**src/rtl/add_subt_pkg.sv**
```systemverilog
// add_subt_pkg: op encodings and segment-width helper shared by the adder pipe
package add_subt_pkg;
   localparam logic [1:0] OP_ADD  = 2'b00;
   localparam logic [1:0] OP_SUB  = 2'b01;
   localparam logic [1:0] OP_RSUB = 2'b10;
   localparam logic [1:0] OP_ABS  = 2'b11;
   function automatic int seg_w(input int swr, input int segs);
      return swr / segs;
   endfunction
endpackage

```
**src/rtl/add_subt_pipe_if.sv**
```systemverilog
// add_subt_pipe_if: operand/result handshake bundle of the adder pipe
interface add_subt_pipe_if #(parameter int SWR = 26);
   logic           in_valid_i;
   logic           in_ready_o;
   logic           FSM_Select_i;
   logic [1:0]     Op0_i;
   logic [1:0]     Op1_i;
   logic [SWR-1:0] Oper0_A_i;
   logic [SWR-1:0] Oper1_A_i;
   logic [SWR-1:0] Oper0_B_i;
   logic [SWR-1:0] Oper1_B_i;
   logic           out_valid_o;
   logic           out_ready_i;
   logic [SWR-1:0] Data_Result_o;
   logic [SWR-1:0] P_o;
   logic           C_o;
   logic           Neg_o;
   logic           Zero_o;
   modport master (
      output in_valid_i, FSM_Select_i, Op0_i, Op1_i, Oper0_A_i, Oper1_A_i, Oper0_B_i, Oper1_B_i, out_ready_i,
      input  in_ready_o, out_valid_o, Data_Result_o, P_o, C_o, Neg_o, Zero_o
   );
   modport slave (
      input  in_valid_i, FSM_Select_i, Op0_i, Op1_i, Oper0_A_i, Oper1_A_i, Oper0_B_i, Oper1_B_i, out_ready_i,
      output in_ready_o, out_valid_o, Data_Result_o, P_o, C_o, Neg_o, Zero_o
   );
endinterface

```
**src/rtl/add_subt_pipe_add_seg.sv**
```systemverilog
// add_seg: one W-bit slice of the split carry chain, with its propagate bits
module add_seg #(parameter int W = 13) (
   input  logic [W-1:0] X,
   input  logic [W-1:0] Y,
   input  logic         cin,
   output logic [W-1:0] S,
   output logic [W-1:0] P,
   output logic         cout
);
   assign P = X ^ Y;
   assign {cout, S} = {1'b0, X} + {1'b0, Y} + {{W{1'b0}}, cin};
endmodule

```
**src/rtl/add_subt_pipe.sv**
```systemverilog
// add_subt_pipe: pipelined significand ADD/SUB/RSUB/ABS with a segmented carry chain
module add_subt_pipe
   import add_subt_pkg::*;
#(
   parameter int SWR  = 26,
   parameter int SEGS = 2
) (
   input logic            clk,
   input logic            rst,
   add_subt_pipe_if.slave bus
);
   localparam int SEG_W = seg_w(SWR, SEGS);
   if (SWR % SEGS != 0) begin : g_bad_segs
      $error("add_subt_pipe: SWR must be a multiple of SEGS");
   end
   // a_q[k] holds sum bits below segment k and X bits from segment k up;
   // b_q[k] likewise holds propagate bits below segment k and Y bits above.
   logic                      adv;
   logic [1:0]                op_in;
   logic [SWR-1:0]            a_in, b_in, x_in, y_in;
   logic [SEGS:0][SWR-1:0]    a_q, b_q;
   logic [SEGS-1:0][SWR-1:0]  a_d, b_d;
   logic [SEGS:0][1:0]        op_q;
   logic [SEGS:0]             c_q, v_q;
   logic [SEGS-1:0]           c_d;
   logic                      abs_neg;
   logic [SWR-1:0]            res;
   assign adv = !bus.out_valid_o || bus.out_ready_i;
   assign bus.in_ready_o = adv;
   // pick the operand channel and map the op onto adder inputs X and Y
   always_comb begin
      op_in = bus.FSM_Select_i ? bus.Op1_i : bus.Op0_i;
      a_in  = bus.FSM_Select_i ? bus.Oper1_A_i : bus.Oper0_A_i;
      b_in  = bus.FSM_Select_i ? bus.Oper1_B_i : bus.Oper0_B_i;
      x_in  = (op_in == OP_RSUB) ? b_in : a_in;
      y_in  = (op_in == OP_ADD) ? b_in : (op_in == OP_RSUB) ? ~a_in : ~b_in;
   end
   for (genvar k = 0; k < SEGS; k++) begin : g_seg
      localparam logic [SWR-1:0] M = SWR'({SEG_W{1'b1}}) << (k * SEG_W);
      logic [SEG_W-1:0] s, p;
      add_seg #(.W(SEG_W)) u_seg (
         .X    (a_q[k][k*SEG_W +: SEG_W]),
         .Y    (b_q[k][k*SEG_W +: SEG_W]),
         .cin  (c_q[k]),
         .S    (s),
         .P    (p),
         .cout (c_d[k])
      );
      assign a_d[k] = (a_q[k] & ~M) | (SWR'(s) << (k * SEG_W));
      assign b_d[k] = (b_q[k] & ~M) | (SWR'(p) << (k * SEG_W));
   end
   // a negative ABS result is the two's complement of the raw sum
   always_comb begin
      abs_neg = (op_q[SEGS] == OP_ABS) && !c_q[SEGS];
      res     = abs_neg ? ~a_q[SEGS] + SWR'(1) : a_q[SEGS];
   end
   // the whole pipe shifts together on adv; reset flushes it and clears outputs
   always_ff @(posedge clk) begin
      if (rst) begin
         v_q               <= '0;
         a_q               <= '0;
         b_q               <= '0;
         c_q               <= '0;
         op_q              <= '0;
         bus.out_valid_o   <= 1'b0;
         bus.Data_Result_o <= '0;
         bus.P_o           <= '0;
         bus.C_o           <= 1'b0;
         bus.Neg_o         <= 1'b0;
         bus.Zero_o        <= 1'b0;
      end else if (adv) begin
         v_q               <= {v_q[SEGS-1:0], bus.in_valid_i};
         a_q               <= {a_d, x_in};
         b_q               <= {b_d, y_in};
         c_q               <= {c_d, op_in != OP_ADD};
         op_q              <= {op_q[SEGS-1:0], op_in};
         bus.out_valid_o   <= v_q[SEGS];
         bus.Data_Result_o <= res;
         bus.P_o           <= b_q[SEGS];
         bus.C_o           <= c_q[SEGS];
         bus.Neg_o         <= abs_neg;
         bus.Zero_o        <= res == '0;
      end
   end
endmodule

```
**src/flat_wrapper.sv**
```systemverilog
// flat-port wrapper written by rule: the top's interface ports become plain ports
module add_subt_pipe_flat import add_subt_pkg::*;
#(
   parameter int SWR  = 26,
   parameter int SEGS = 2
)
  (clk, rst, bus_in_valid_i, bus_FSM_Select_i, bus_Op0_i, bus_Op1_i, bus_Oper0_A_i, bus_Oper1_A_i, bus_Oper0_B_i, bus_Oper1_B_i, bus_out_ready_i, bus_in_ready_o, bus_out_valid_o, bus_Data_Result_o, bus_P_o, bus_C_o, bus_Neg_o, bus_Zero_o);
  add_subt_pipe_if #(.SWR(SWR)) bus_i ();
  input logic clk;
  input logic rst;
  input wire logic [$bits(bus_i.in_valid_i)-1:0] bus_in_valid_i;
  input wire logic [$bits(bus_i.FSM_Select_i)-1:0] bus_FSM_Select_i;
  input wire logic [$bits(bus_i.Op0_i)-1:0] bus_Op0_i;
  input wire logic [$bits(bus_i.Op1_i)-1:0] bus_Op1_i;
  input wire logic [$bits(bus_i.Oper0_A_i)-1:0] bus_Oper0_A_i;
  input wire logic [$bits(bus_i.Oper1_A_i)-1:0] bus_Oper1_A_i;
  input wire logic [$bits(bus_i.Oper0_B_i)-1:0] bus_Oper0_B_i;
  input wire logic [$bits(bus_i.Oper1_B_i)-1:0] bus_Oper1_B_i;
  input wire logic [$bits(bus_i.out_ready_i)-1:0] bus_out_ready_i;
  output wire logic [$bits(bus_i.in_ready_o)-1:0] bus_in_ready_o;
  output wire logic [$bits(bus_i.out_valid_o)-1:0] bus_out_valid_o;
  output wire logic [$bits(bus_i.Data_Result_o)-1:0] bus_Data_Result_o;
  output wire logic [$bits(bus_i.P_o)-1:0] bus_P_o;
  output wire logic [$bits(bus_i.C_o)-1:0] bus_C_o;
  output wire logic [$bits(bus_i.Neg_o)-1:0] bus_Neg_o;
  output wire logic [$bits(bus_i.Zero_o)-1:0] bus_Zero_o;
  assign bus_i.in_valid_i = bus_in_valid_i;
  assign bus_i.FSM_Select_i = bus_FSM_Select_i;
  assign bus_i.Op0_i = bus_Op0_i;
  assign bus_i.Op1_i = bus_Op1_i;
  assign bus_i.Oper0_A_i = bus_Oper0_A_i;
  assign bus_i.Oper1_A_i = bus_Oper1_A_i;
  assign bus_i.Oper0_B_i = bus_Oper0_B_i;
  assign bus_i.Oper1_B_i = bus_Oper1_B_i;
  assign bus_i.out_ready_i = bus_out_ready_i;
  assign bus_in_ready_o = bus_i.in_ready_o;
  assign bus_out_valid_o = bus_i.out_valid_o;
  assign bus_Data_Result_o = bus_i.Data_Result_o;
  assign bus_P_o = bus_i.P_o;
  assign bus_C_o = bus_i.C_o;
  assign bus_Neg_o = bus_i.Neg_o;
  assign bus_Zero_o = bus_i.Zero_o;
  add_subt_pipe #(.SWR(SWR), .SEGS(SEGS)) u_core (.clk(clk), .rst(rst), .bus(bus_i));
endmodule
```
**config.mk**
```make
export PLATFORM = sky130hd
export DESIGN_NAME = add_subt_pipe_flat
export DESIGN_NICKNAME = d
export VERILOG_FILES = /design/src/rtl/add_subt_pkg.sv /design/src/rtl/add_subt_pipe_if.sv /design/src/rtl/add_subt_pipe_add_seg.sv /design/src/rtl/add_subt_pipe.sv /design/src/flat_wrapper.sv
export SDC_FILE = /design/constraint.sdc
export NUM_CORES = 1
export LEC_CHECK = 0
export BUFFER_PORTS_ARGS = -buffer_cell sky130_fd_sc_hd__buf_2
export CAP_MARGIN = 5
export CORE_MARGIN = 4
export CORE_UTILIZATION = 55
export CTS_BUF_LIST = sky130_fd_sc_hd__clkbuf_16
export CTS_CLUSTER_SIZE = 30
export DETAILED_ROUTE_END_ITERATION = 12
export PLACE_DENSITY = 0.78
export SLEW_MARGIN = 15
export SYNTH_ARGS = -nofsm -noshare
export SYNTH_HDL_FRONTEND = slang
export SYNTH_HIERARCHICAL = 1
export SYNTH_SLANG_ARGS = --single-unit
```
**constraint.sdc**
```tcl
create_clock -name clk -period 3.16 [get_ports clk]
set_input_delay 0.316 -clock clk [delete_from_list [all_inputs] [get_ports clk]]
set_output_delay 0.316 -clock clk [all_outputs]
set_load 0.01 [all_outputs]
```
==> impl_metrics.json, run 1 <==
{
  "status": "finished clean",
  "fin_hold_ws_ps": 52.7,
  "initial_core_util_pct": 56.6,
  "core_um2": 19700,
  "drt-met1-wl_um": 12500,
  "synth_top_area_share_pct": 40.3,
  "powerDensity_nw_per_um2": 560,
  "worst_pin_slew_ps": 1090,
  "synth-edff-count": 0,
  "grt_pass1_wl_um": 44800,
  "postCtsResizedCells": 0,
  "drt-initial-drc-count": 738,
  "start_kind": "flop",
  "postCtsSetupBuffers": 0,
  "cts.sinks": 224,
  "endpoint_kind": "flop",
  "diodes": 0,
  "drv_cap": 0,
  "antenna_found_initial": 0,
  "crit_fanout": 10,
  "max_freq_ghz": 0.348,
  "period_share_pct": 91.0,
  "arrival_ps": 3310,
  "grtUsageTotal_pct": 23.8,
  "dr_total_vias": 10100,
  "avgSynthCellArea_um2": 7.60,
  "ir_drop_uv": 342,
  "ctsHoldBuffers": 0,
  "die_x_um": 150,
  "ys_ff_latch": 224,
  "viasPerCell": 5.51,
  "fill_cells": 1747,
  "wl_met2_um": 12700,
  "gr-total-overflow": 0,
  "cts_tree": "yes",
  "yosysWarnings": 6,
  "critPathRequiredTime_ps": 3590,
  "clock_path_buffers": 3,
  "p_leak_nw": 5.36,
  "finalSetupViolCount": 0,
  "slew_headroom_pct": 27.4,
  "min_path_type": "input pin to flop",
  "port_buffers": 169,
  "gp_congestion": 0.896,
  "clkLatencyLatePin_ps": 510,
  "finalClockSkew_ps": 9.70,
  "first_pass_iters": 5,
  "detailed_place_hpwl_um": 18900,
  "grt_max_degree": 200,
  "grt_pass1_vias": 9188,
  "synthArstFlopShare_pct": 0,
  "die_area_um2": 22600,
  "ys_seq_area_share_pct": 40.3,
  "nets": 1698,
  "synth.cell_area_um2": 11100,
  "grt_setup_unrepaired": "false",
  "wl_um": 27400,
  "drc_errors": 0,
  "h-tree-depth": 1,
  "path_clk_slew_ps": 60,
  "yosys.cell_types.count": 61,
  "finalMaxSlewViolations": 0,
  "post-route-min-period_ps": 2880,
  "synth_ff_type": "dfxtp_1",
  "antenna_left": 0,
  "numCtsBuffers": 23,
  "path_class": "flop to flop",
  "syn-num-nets": 1607,
  "hold_violations": 0,
  "synthCells": 1463,
  "tns_ps": 0,
  "ioPinCount": 170,
  "top_layer_used": "met4",
  "netlist_top_cells_count": "434 x nand2_1, 224 x dfxtp_1, 216 x a21oi_1",
  "placementRows": 51,
  "cts_root_buf": "clkbuf_16",
  "yosysMostFrequentCell": "nand2_1",
  "final_layout_size_suffix_gt1_share_pct": 14.5,
  "areaGrowthSynthToFinish_pct": 14.7,
  "yosys.area.top_type": "dfxtp_1",
  "routed-wl-met3_um": 1690,
  "die_height_um": 150,
  "synth_area_leaders": "dfxtp_1 40%, nand2_1 15%, a21oi_1 9.7%",
  "avgRoutedWirePerCell_um": 14.9
}
-- sequential cells by signal, summed over array words and instances, names as in the netlist --
| name | flops |
|---|---|
| u_core/a_q | 78 |
| u_core/bus.Data_Result_o | 26 |
| u_core/bus.C_o | 1 |
| u_core/c_q | 3 |
| u_core/b_q | 78 |
| u_core/bus.Zero_o | 1 |
| u_core/v_q | 3 |
| u_core/bus.Neg_o | 1 |
| u_core/bus.out_valid_o | 1 |
| u_core/bus.P_o | 26 |
| u_core/op_q | 6 |
-- final timing paths --
check | start | to | slack, ps | cells past startpoint
setup / recovery | u_core/a_q[56] | u_core/bus.Zero_o | 280 | 7
setup reg to reg | u_core/a_q[56] | u_core/bus.Zero_o | 280 | 7
hold / removal | bus_in_valid_i | u_core/v_q[0] | 50 | 3
hold reg to reg | u_core/bus.P_o[1] | u_core/bus.P_o[1] | 440 | 2
-- worst max-delay path: stages (launching register included) --
cell	delay [ps]
dfxtp_1	390
or4_4	600
or4_4	570
nor3_4	200
a21oi_1	100
o32a_1	290
or4_1	520
o21ai_1	130
-- through the flow --
step	setup slack [ps]	power, mW	std cells	area, µm²	utilization (%)
after CTS	300	7.20	1834	12800	64.9
after detailed placement	323	4.57	1794	12000	61.2
after global routing	124	7.50	1834	12800	64.9
after global placement	358	4.54	1794	12000	61.2
after floorplan	428	4.19	1463	11100	-
final	283	7.14	1834	12800	64.9
-- routing by layer --
layer  track usage, %  up-vias
li1                 -     5206
met1             33.2     4558
met2             39.2      306
met3             3.16       33
met4             5.95        0
met5                0        -
-- logic make-up after synthesis --
group | Yosys count | synth area share (%)
AOI/OAI and AO/OA | 366 | 20.1
DFF | 224 | 40.3
xor gates and xnor gates | 37 | 2.91
muxes | 58 | 5.23
and+or+nand+nor | 604 | 22.8
adders and majority gates | 31 | 3.76
buffers and inverters | 143 | 4.91
-- cell type report --
class                   count  area (µm²)  area share (%)
inverters                  25        98.8           0.774
repair buffers            184        1000            7.85
well taps                 265         332            2.60
clock buffers              23         576            4.51
flip-flops and latches    224        4480            35.1
clock inverters            17         156            1.23
multi-input cells        1096        6110            47.9
-- report_power, final --
| part | leakage (nW) | switching, mW | internal [mW] |
|---|---|---|---|
| logic | 3.14 | 0.753 | 0.536 |
| registers | 1.84 | 0.170 | 3.07 |
| clock network | 0.377 | 1.06 | 1.56 |
-- layout by cell type (no fill, tap or decap), types with 23 or more instances in the layout --
cell       count
inv_1         31
ha_1          27
clkbuf_16     23
nand3_1       34
o211ai_1      52
a21oi_1      216
nand2_1      434
mux2i_1       56
nor2_1        66
buf_2        168
xnor2_1       25
a211oi_1      24
dfxtp_1      224
Note: power is estimated with default switching activity, not from simulation.
==> run 2, diff against run 1 <==
--- a/config.mk
+++ b/config.mk
@@ -8,11 +8,11 @@
 export BUFFER_PORTS_ARGS = -buffer_cell sky130_fd_sc_hd__buf_2
 export CAP_MARGIN = 5
 export CORE_MARGIN = 4
-export CORE_UTILIZATION = 55
+export CORE_UTILIZATION = 57
 export CTS_BUF_LIST = sky130_fd_sc_hd__clkbuf_16
 export CTS_CLUSTER_SIZE = 30
 export DETAILED_ROUTE_END_ITERATION = 12
-export PLACE_DENSITY = 0.78
+export PLACE_DENSITY = 0.8
 export SLEW_MARGIN = 15
 export SYNTH_ARGS = -nofsm -noshare
 export SYNTH_HDL_FRONTEND = slang
==> run 2 against run 1 <==
Against the previous run: global-route usage decreased by 0.35 points; first-iteration DRC count increased by 8.0%; wire length decreased by 1.6%; power decreased by 1.4%; sequential power about the same; highest routed layer unchanged; clock skew decreased by 1.0 ps; critical path depth unchanged; hold slack improved by 5.2 ps; die area decreased by 3.3%; clock power decreased by 4%.
==> impl_metrics.json, run 2 (synthesized netlist as in run 1, its figures left out) <==
{
  "port_buffers": 169,
  "die_x_um": 148,
  "placed_area_um2": 12000,
  "use_met2_pct": 38.6,
  "p_seq_share_pct": 45.9,
  "diodes": 0,
  "dr_total_vias": 10100,
  "viasPerCell": 5.54,
  "gr-usage-met1_pct": 33.0,
  "finalSetupViolCount": 0,
  "final.setup.worst_slack_ps": 266,
  "postCtsResizedCells": 0,
  "dp_slack_ps": 282,
  "crit_fanout": 7,
  "grt_busiest_layer": "met2",
  "final_layout_size_suffix_gt1_share_pct": 14.7,
  "gp_congestion": 0.869,
  "tns_ps": 0,
  "grt_pass1_vias": 8770,
  "finalPower_mw": 7.04,
  "first_pass_iters": 5,
  "min_path_type": "input pin to flop",
  "combPwrFrac_pct": 18.3,
  "cts_tree": "yes",
  "start_kind": "flop",
  "core_um2": 19000,
  "areaGrowthSynthToFinish_pct": 14.5,
  "h-tree-depth": 1,
  "path_clk_slew_ps": 60,
  "die_area_um2": 21800,
  "ioPinCount": 170,
  "cts_root_buf": "clkbuf_16",
  "avgRoutedWirePerCell_um": 14.7,
  "use_met3_pct": 3.22,
  "hold_violations": 0,
  "placementRows": 50,
  "clkLatencyLatePin_ps": 510,
  "grtUsageTotal_pct": 23.4,
  "period_share_pct": 91.6,
  "finalClockSkew_ps": 8.69,
  "multi_input_area_um2": 6110,
  "powerDensity_nw_per_um2": 553,
  "critPathRequiredTime_ps": 3600,
  "pwr-share-clk_pct": 35.8,
  "finalMaxSlewViolations": 0,
  "cts.sinks": 224,
  "ir_drop_uv": 358,
  "die_height_um": 148,
  "drc_errors": 0,
  "nets": 1700,
  "switching_power_mw": 1.96,
  "clock_path_buffers": 3,
  "top_regs": "u_core/a_q (78), u_core/b_q (78)",
  "drt-initial-drc-count": 797,
  "worst_pin_slew_ps": 1020,
  "antenna_left": 0,
  "initial_core_util_pct": 58.7,
  "final_util_pct": 67.2,
  "p_int_mw": 5.08,
  "post-route-min-period_ps": 2890,
  "antenna_found_initial": 0,
  "max_freq_ghz": 0.345,
  "fin_area_um2": 12700,
  "p_leak_nw": 5.35,
  "grt_max_degree": 200,
  "grt_pass1_wl_um": 43400,
  "ctsHoldBuffers": 0,
  "endpoint_kind": "flop",
  "seqCellArea_um2": 4480,
  "status": "finished clean",
  "final_common_cell": "nand2_1",
  "postCtsSetupBuffers": 0,
  "fill_cells": 1598,
  "drv_cap": 0,
  "grt_setup_unrepaired": "false",
  "detailed_place_hpwl_um": 18900,
  "slew_headroom_pct": 32.2,
  "arrival_ps": 3330,
  "switching_share_pct": 27.9,
  "final_cell_mix": "434 x nand2_1, 224 x dfxtp_1, 216 x a21oi_1",
  "wl_um": 26900,
  "numCtsBuffers": 23,
  "gr-total-overflow": 0,
  "path_class": "flop to flop"
}
-- run 2: changes by cell type in the layout (fill, tap and decap cells not counted), sizes merged --
cell,before,now
bufinv,3,2
buf,184,186
clkinv,4,8
clkinvlp,2,1
inv,33,28
-- run 2: path summary, 6_finish.rpt --
kind / cells after the start / from / end / slack (ps)
max: 7 / u_core/a_q[52] / u_core/bus.Zero_o / 270
min: 3 / bus_in_valid_i / u_core/v_q[0] / 60
max reg2reg: 7 / u_core/a_q[52] / u_core/bus.Zero_o / 270
min reg2reg: 2 / u_core/bus.P_o[6] / u_core/bus.P_o[6] / 450
-- run 2: per-layer routing --
metal | wire (µm) | part of all wire (%)
met5 | 0 | 0
met4 | 424 | 1.6
met3 | 1710 | 6.4
met2 | 12500 | 46
met1 | 12300 | 46
-- run 2: critical path, stage by stage, from the launching register on --
cell     delay [ps]
dfxtp_1         360
or4_1           670
or4_4           570
nor3_4          200
a21oi_1         100
o32a_1          280
or4_1           530
o21ai_1         130
-- run 2: cell type report --
class                   count  area share [%]
multi-input cells        1096            48.0
flip-flops and latches    224            35.2
repair buffers            186            7.99
clock buffers              23            4.52
well taps                 260            2.55
clock inverters            14           0.943
inverters                  25           0.776
-- run 2: power groups by stage --
stage / clock, mW / combinational [mW] / sequential (mW)
after global routing: 2.69 / 1.44 / 3.26
after floorplan: 0 / 0.935 / 3.25
final: 2.52 / 1.29 / 3.23
after CTS: 2.57 / 1.29 / 3.23
after detailed placement: 0 / 1.28 / 3.29
after global placement: 0 / 1.26 / 3.28
-- run 2: per-stage QoR --
step | instances | hold slack, ps
floorplan | 1463 | 432
global placement | 1791 | 437
detailed placement | 1791 | 441
CTS | 1828 | 42.6
global route | 1828 | 55.0
finish | 1828 | 57.9
==> run 3, diff against run 2 <==
--- a/config.mk
+++ b/config.mk
@@ -5,14 +5,15 @@
 export SDC_FILE = /design/constraint.sdc
 export NUM_CORES = 1
 export LEC_CHECK = 0
+export ABC_AREA = 1
 export BUFFER_PORTS_ARGS = -buffer_cell sky130_fd_sc_hd__buf_2
 export CAP_MARGIN = 5
 export CORE_MARGIN = 4
-export CORE_UTILIZATION = 57
+export CORE_UTILIZATION = 58
 export CTS_BUF_LIST = sky130_fd_sc_hd__clkbuf_16
 export CTS_CLUSTER_SIZE = 30
 export DETAILED_ROUTE_END_ITERATION = 12
-export PLACE_DENSITY = 0.8
+export PLACE_DENSITY = 0.81
 export SLEW_MARGIN = 15
 export SYNTH_ARGS = -nofsm -noshare
 export SYNTH_HDL_FRONTEND = slang
==> run 3 against run 2 <==
Against the previous run: area after synthesis increased by 5.1%; core utilization increased by 0.41 points; maximum frequency increased by 27%; largest power group unchanged; clock skew increased by 11 ps; via count increased by 12%; critical path type unchanged; sequential power about the same; worst setup slack improved by 620 ps; combinational power increased by 5%; register-to-register slack improved by 620 ps.
==> impl_metrics.json, run 3 <==
{
  "status": "finished clean",
  "use_met2_pct": 45.4,
  "crit_family": "adder cells",
  "port_buffers": 169,
  "finalNonFillerCells": 2143,
  "yosysMostFrequentCell": "nand2_1",
  "final_layout_size_suffix_gt1_share_pct": 13.5,
  "synthAdderAreaFrac_pct": 3.57,
  "hold_violations": 0,
  "synth_top_family_by_area": "simple AND/OR/NAND/NOR gates",
  "p_leak_nw": 7.47,
  "max_freq_ghz": 0.440,
  "synthCells": 1753,
  "holdPathStages": 3,
  "ys_ff_latch": 224,
  "arrival_ps": 2660,
  "cts_root_buf": "clkbuf_16",
  "grtUsageTotal_pct": 26.5,
  "syn-num-nets": 1897,
  "postCtsResizedCells": 0,
  "fill_cells": 1791,
  "path_cells": "inv_1, fa_1, fa_1, inv_1, nand3_1, nand3_2, nand2_1, nand4_1, nand2_1, o21ai_0, nor2_1",
  "rr_startpoint": "u_core/a_q[0]",
  "finalSetupViolCount": 0,
  "areaGrowthSynthToFinish_pct": 13.6,
  "top_regs": "u_core/a_q (78), u_core/b_q (78)",
  "yosys.area_share.simple_pct": 26.6,
  "dr_total_vias": 11300,
  "reg2reg_slack_ps": 890,
  "grt_busiest_layer": "met2",
  "synth_compound_area_share_pct": 19.0,
  "endpoint_kind": "flop",
  "cts.sinks": 224,
  "placementRows": 51,
  "gr-usage-met1_pct": 35.1,
  "ctsHoldBuffers": 0,
  "final_cell_mix": "385 x nand2_1, 280 x nor2_1, 276 x o21ai_0",
  "start_kind": "flop",
  "first_pass_iters": 6,
  "viasPerCell": 5.28,
  "yosysWarnings": 6,
  "avgRoutedWirePerCell_um": 14.2,
  "use_met3_pct": 3.06,
  "clkLatencyLatePin_ps": 510,
  "reg2reg_to": "u_core/a_q[38]",
  "die_height_um": 150,
  "seqCellArea_um2": 4480,
  "die_area_um2": 22500,
  "h-tree-depth": 1,
  "synth_area_leaders": "dfxtp_1 38%, nand2_1 12%, o21ai_0 12%",
  "final_common_cell": "nand2_1",
  "diodes": 0,
  "synth-edff-count": 0,
  "postCtsSetupBuffers": 0,
  "slew_headroom_pct": 44.0,
  "detailed_place_hpwl_um": 22200,
  "core_um2": 19700,
  "path_clk_slew_ps": 60,
  "ioPinCount": 170,
  "antenna_found_initial": 0,
  "min_path_type": "input pin to flop",
  "powerDensity_nw_per_um2": 534,
  "drc_errors": 0,
  "yosys-mux-area-fraction_pct": 2.23,
  "die_x_um": 150,
  "drt-initial-drc-count": 700,
  "synthXorXnorAreaFrac_pct": 0.899,
  "grt_setup_unrepaired": "false",
  "crit_slowest_cell": "fa_1",
  "worstHoldStart": "bus_in_valid_i",
  "grt_max_degree": 211,
  "numCtsBuffers": 23,
  "initial_core_util_pct": 59.5,
  "finalMaxSlewViolations": 0,
  "antenna_left": 0,
  "wl_um": 30400,
  "synthArstFlopShare_pct": 0,
  "dp.cells": 2102,
  "cts_tree": "yes",
  "yosys.cell_types.count": 36,
  "drv_cap": 0,
  "synth_ff_type": "dfxtp_1",
  "holdPathEnd": "u_core/v_q[0]",
  "yosys.area.top_type": "dfxtp_1",
  "tns_ps": 0,
  "clock_path_buffers": 3,
  "nets": 2006,
  "synth_top_area_share_pct": 38.4,
  "synth.cell_area_um2": 11700,
  "finalClockSkew_ps": 19.6,
  "avgSynthCellArea_um2": 6.67,
  "post-route-min-period_ps": 2270,
  "gr-total-overflow": 0,
  "path_buf_inv": 2,
  "multi_input_area_um2": 6120,
  "netlist_top_cells_count": "385 x nand2_1, 281 x nor2_1, 276 x o21ai_0",
  "period_share_pct": 71.9,
  "gp_congestion": 0.913,
  "ys_seq_area_share_pct": 38.4,
  "critPathRequiredTime_ps": 3540,
  "slowest_delay_ps": 460,
  "worst_pin_slew_ps": 840,
  "r2r_cells": 11,
  "grt_pass1_wl_um": 49400,
  "ir_drop_uv": 289,
  "grt_pass1_vias": 10400,
  "path_class": "flop to flop",
  "crit_fanout": 4
}
[run 3: changes by cell type after synthesis, moves of 40 or more]
cell,delta
nand2_1,-49
inv_1,+141
o211ai_1,-43
o21ai_0,+257
nor2_1,+215
clkbuf_1,-40
o21bai_1,+41
a21oi_1,-144
[run 3: layer usage]
layer	share of wire [%]	wire [µm]
met5	0	0
met4	2.6	796
met3	5.8	1750
met2	47	14200
met1	45	13600
[run 3: per-stage QoR]
stage | cell area (µm²) | hold WS (ps) | worst slack, ps | total power, mW | utilization (%)
floorplan | 11700 | 385 | 1190 | 4.21 | -
global placement | 12600 | 450 | 909 | 4.62 | 64.1
detailed placement | 12600 | 452 | 832 | 4.65 | 64.1
CTS | 13300 | 53.3 | 929 | 7.13 | 67.6
global route | 13300 | 96.8 | 768 | 7.46 | 67.6
finish | 13300 | 61.0 | 887 | 7.10 | 67.6
[run 3: power breakdown]
group	internal, mW	leakage [nW]	switching [mW]
sequential	3.09	1.84	0.157
clock	1.40	0.362	1.09
combinational	0.494	5.27	0.866
total	4.99	7.47	2.11
[run 3: layout make-up]
class | instances | area share (%)
Sequential cell | 224 | 33.8
Tap cell | 265 | 2.50
Clock buffer | 23 | 4.33
Inverter | 181 | 5.19
Multi-Input combinational cell | 1251 | 46.1
Timing Repair Buffer | 181 | 7.33
Clock inverter | 18 | 0.819
[run 3: tightest hold or removal path: stages]
cell	delay [ps]
buf_2	80
o21ai_0	70
nor2_1	80
[run 3: worst max path at each step]
stage	start	end	slack (ps)	cells after the start
floorplan	u_core/a_q[39]	u_core/a_q[71]	1190	11
detailed placement	bus_FSM_Select_i	u_core/a_q[9]	830	11
finish	u_core/a_q[0]	u_core/a_q[38]	890	11
CTS	u_core/a_q[39]	u_core/a_q[71]	930	11
global placement	bus_FSM_Select_i	u_core/a_q[24]	910	11
global route	u_core/a_q[39]	u_core/a_q[71]	770	11
[run 3: kinds of logic after synthesis]
| kind of cell | count (synthesis) |
|---|---|
| mux | 26 |
| fa+ha+maj | 31 |
| buf+inv | 278 |
| flops | 224 |
| simple gates | 765 |
| xor+xnor | 12 |
| compound gates | 417 |
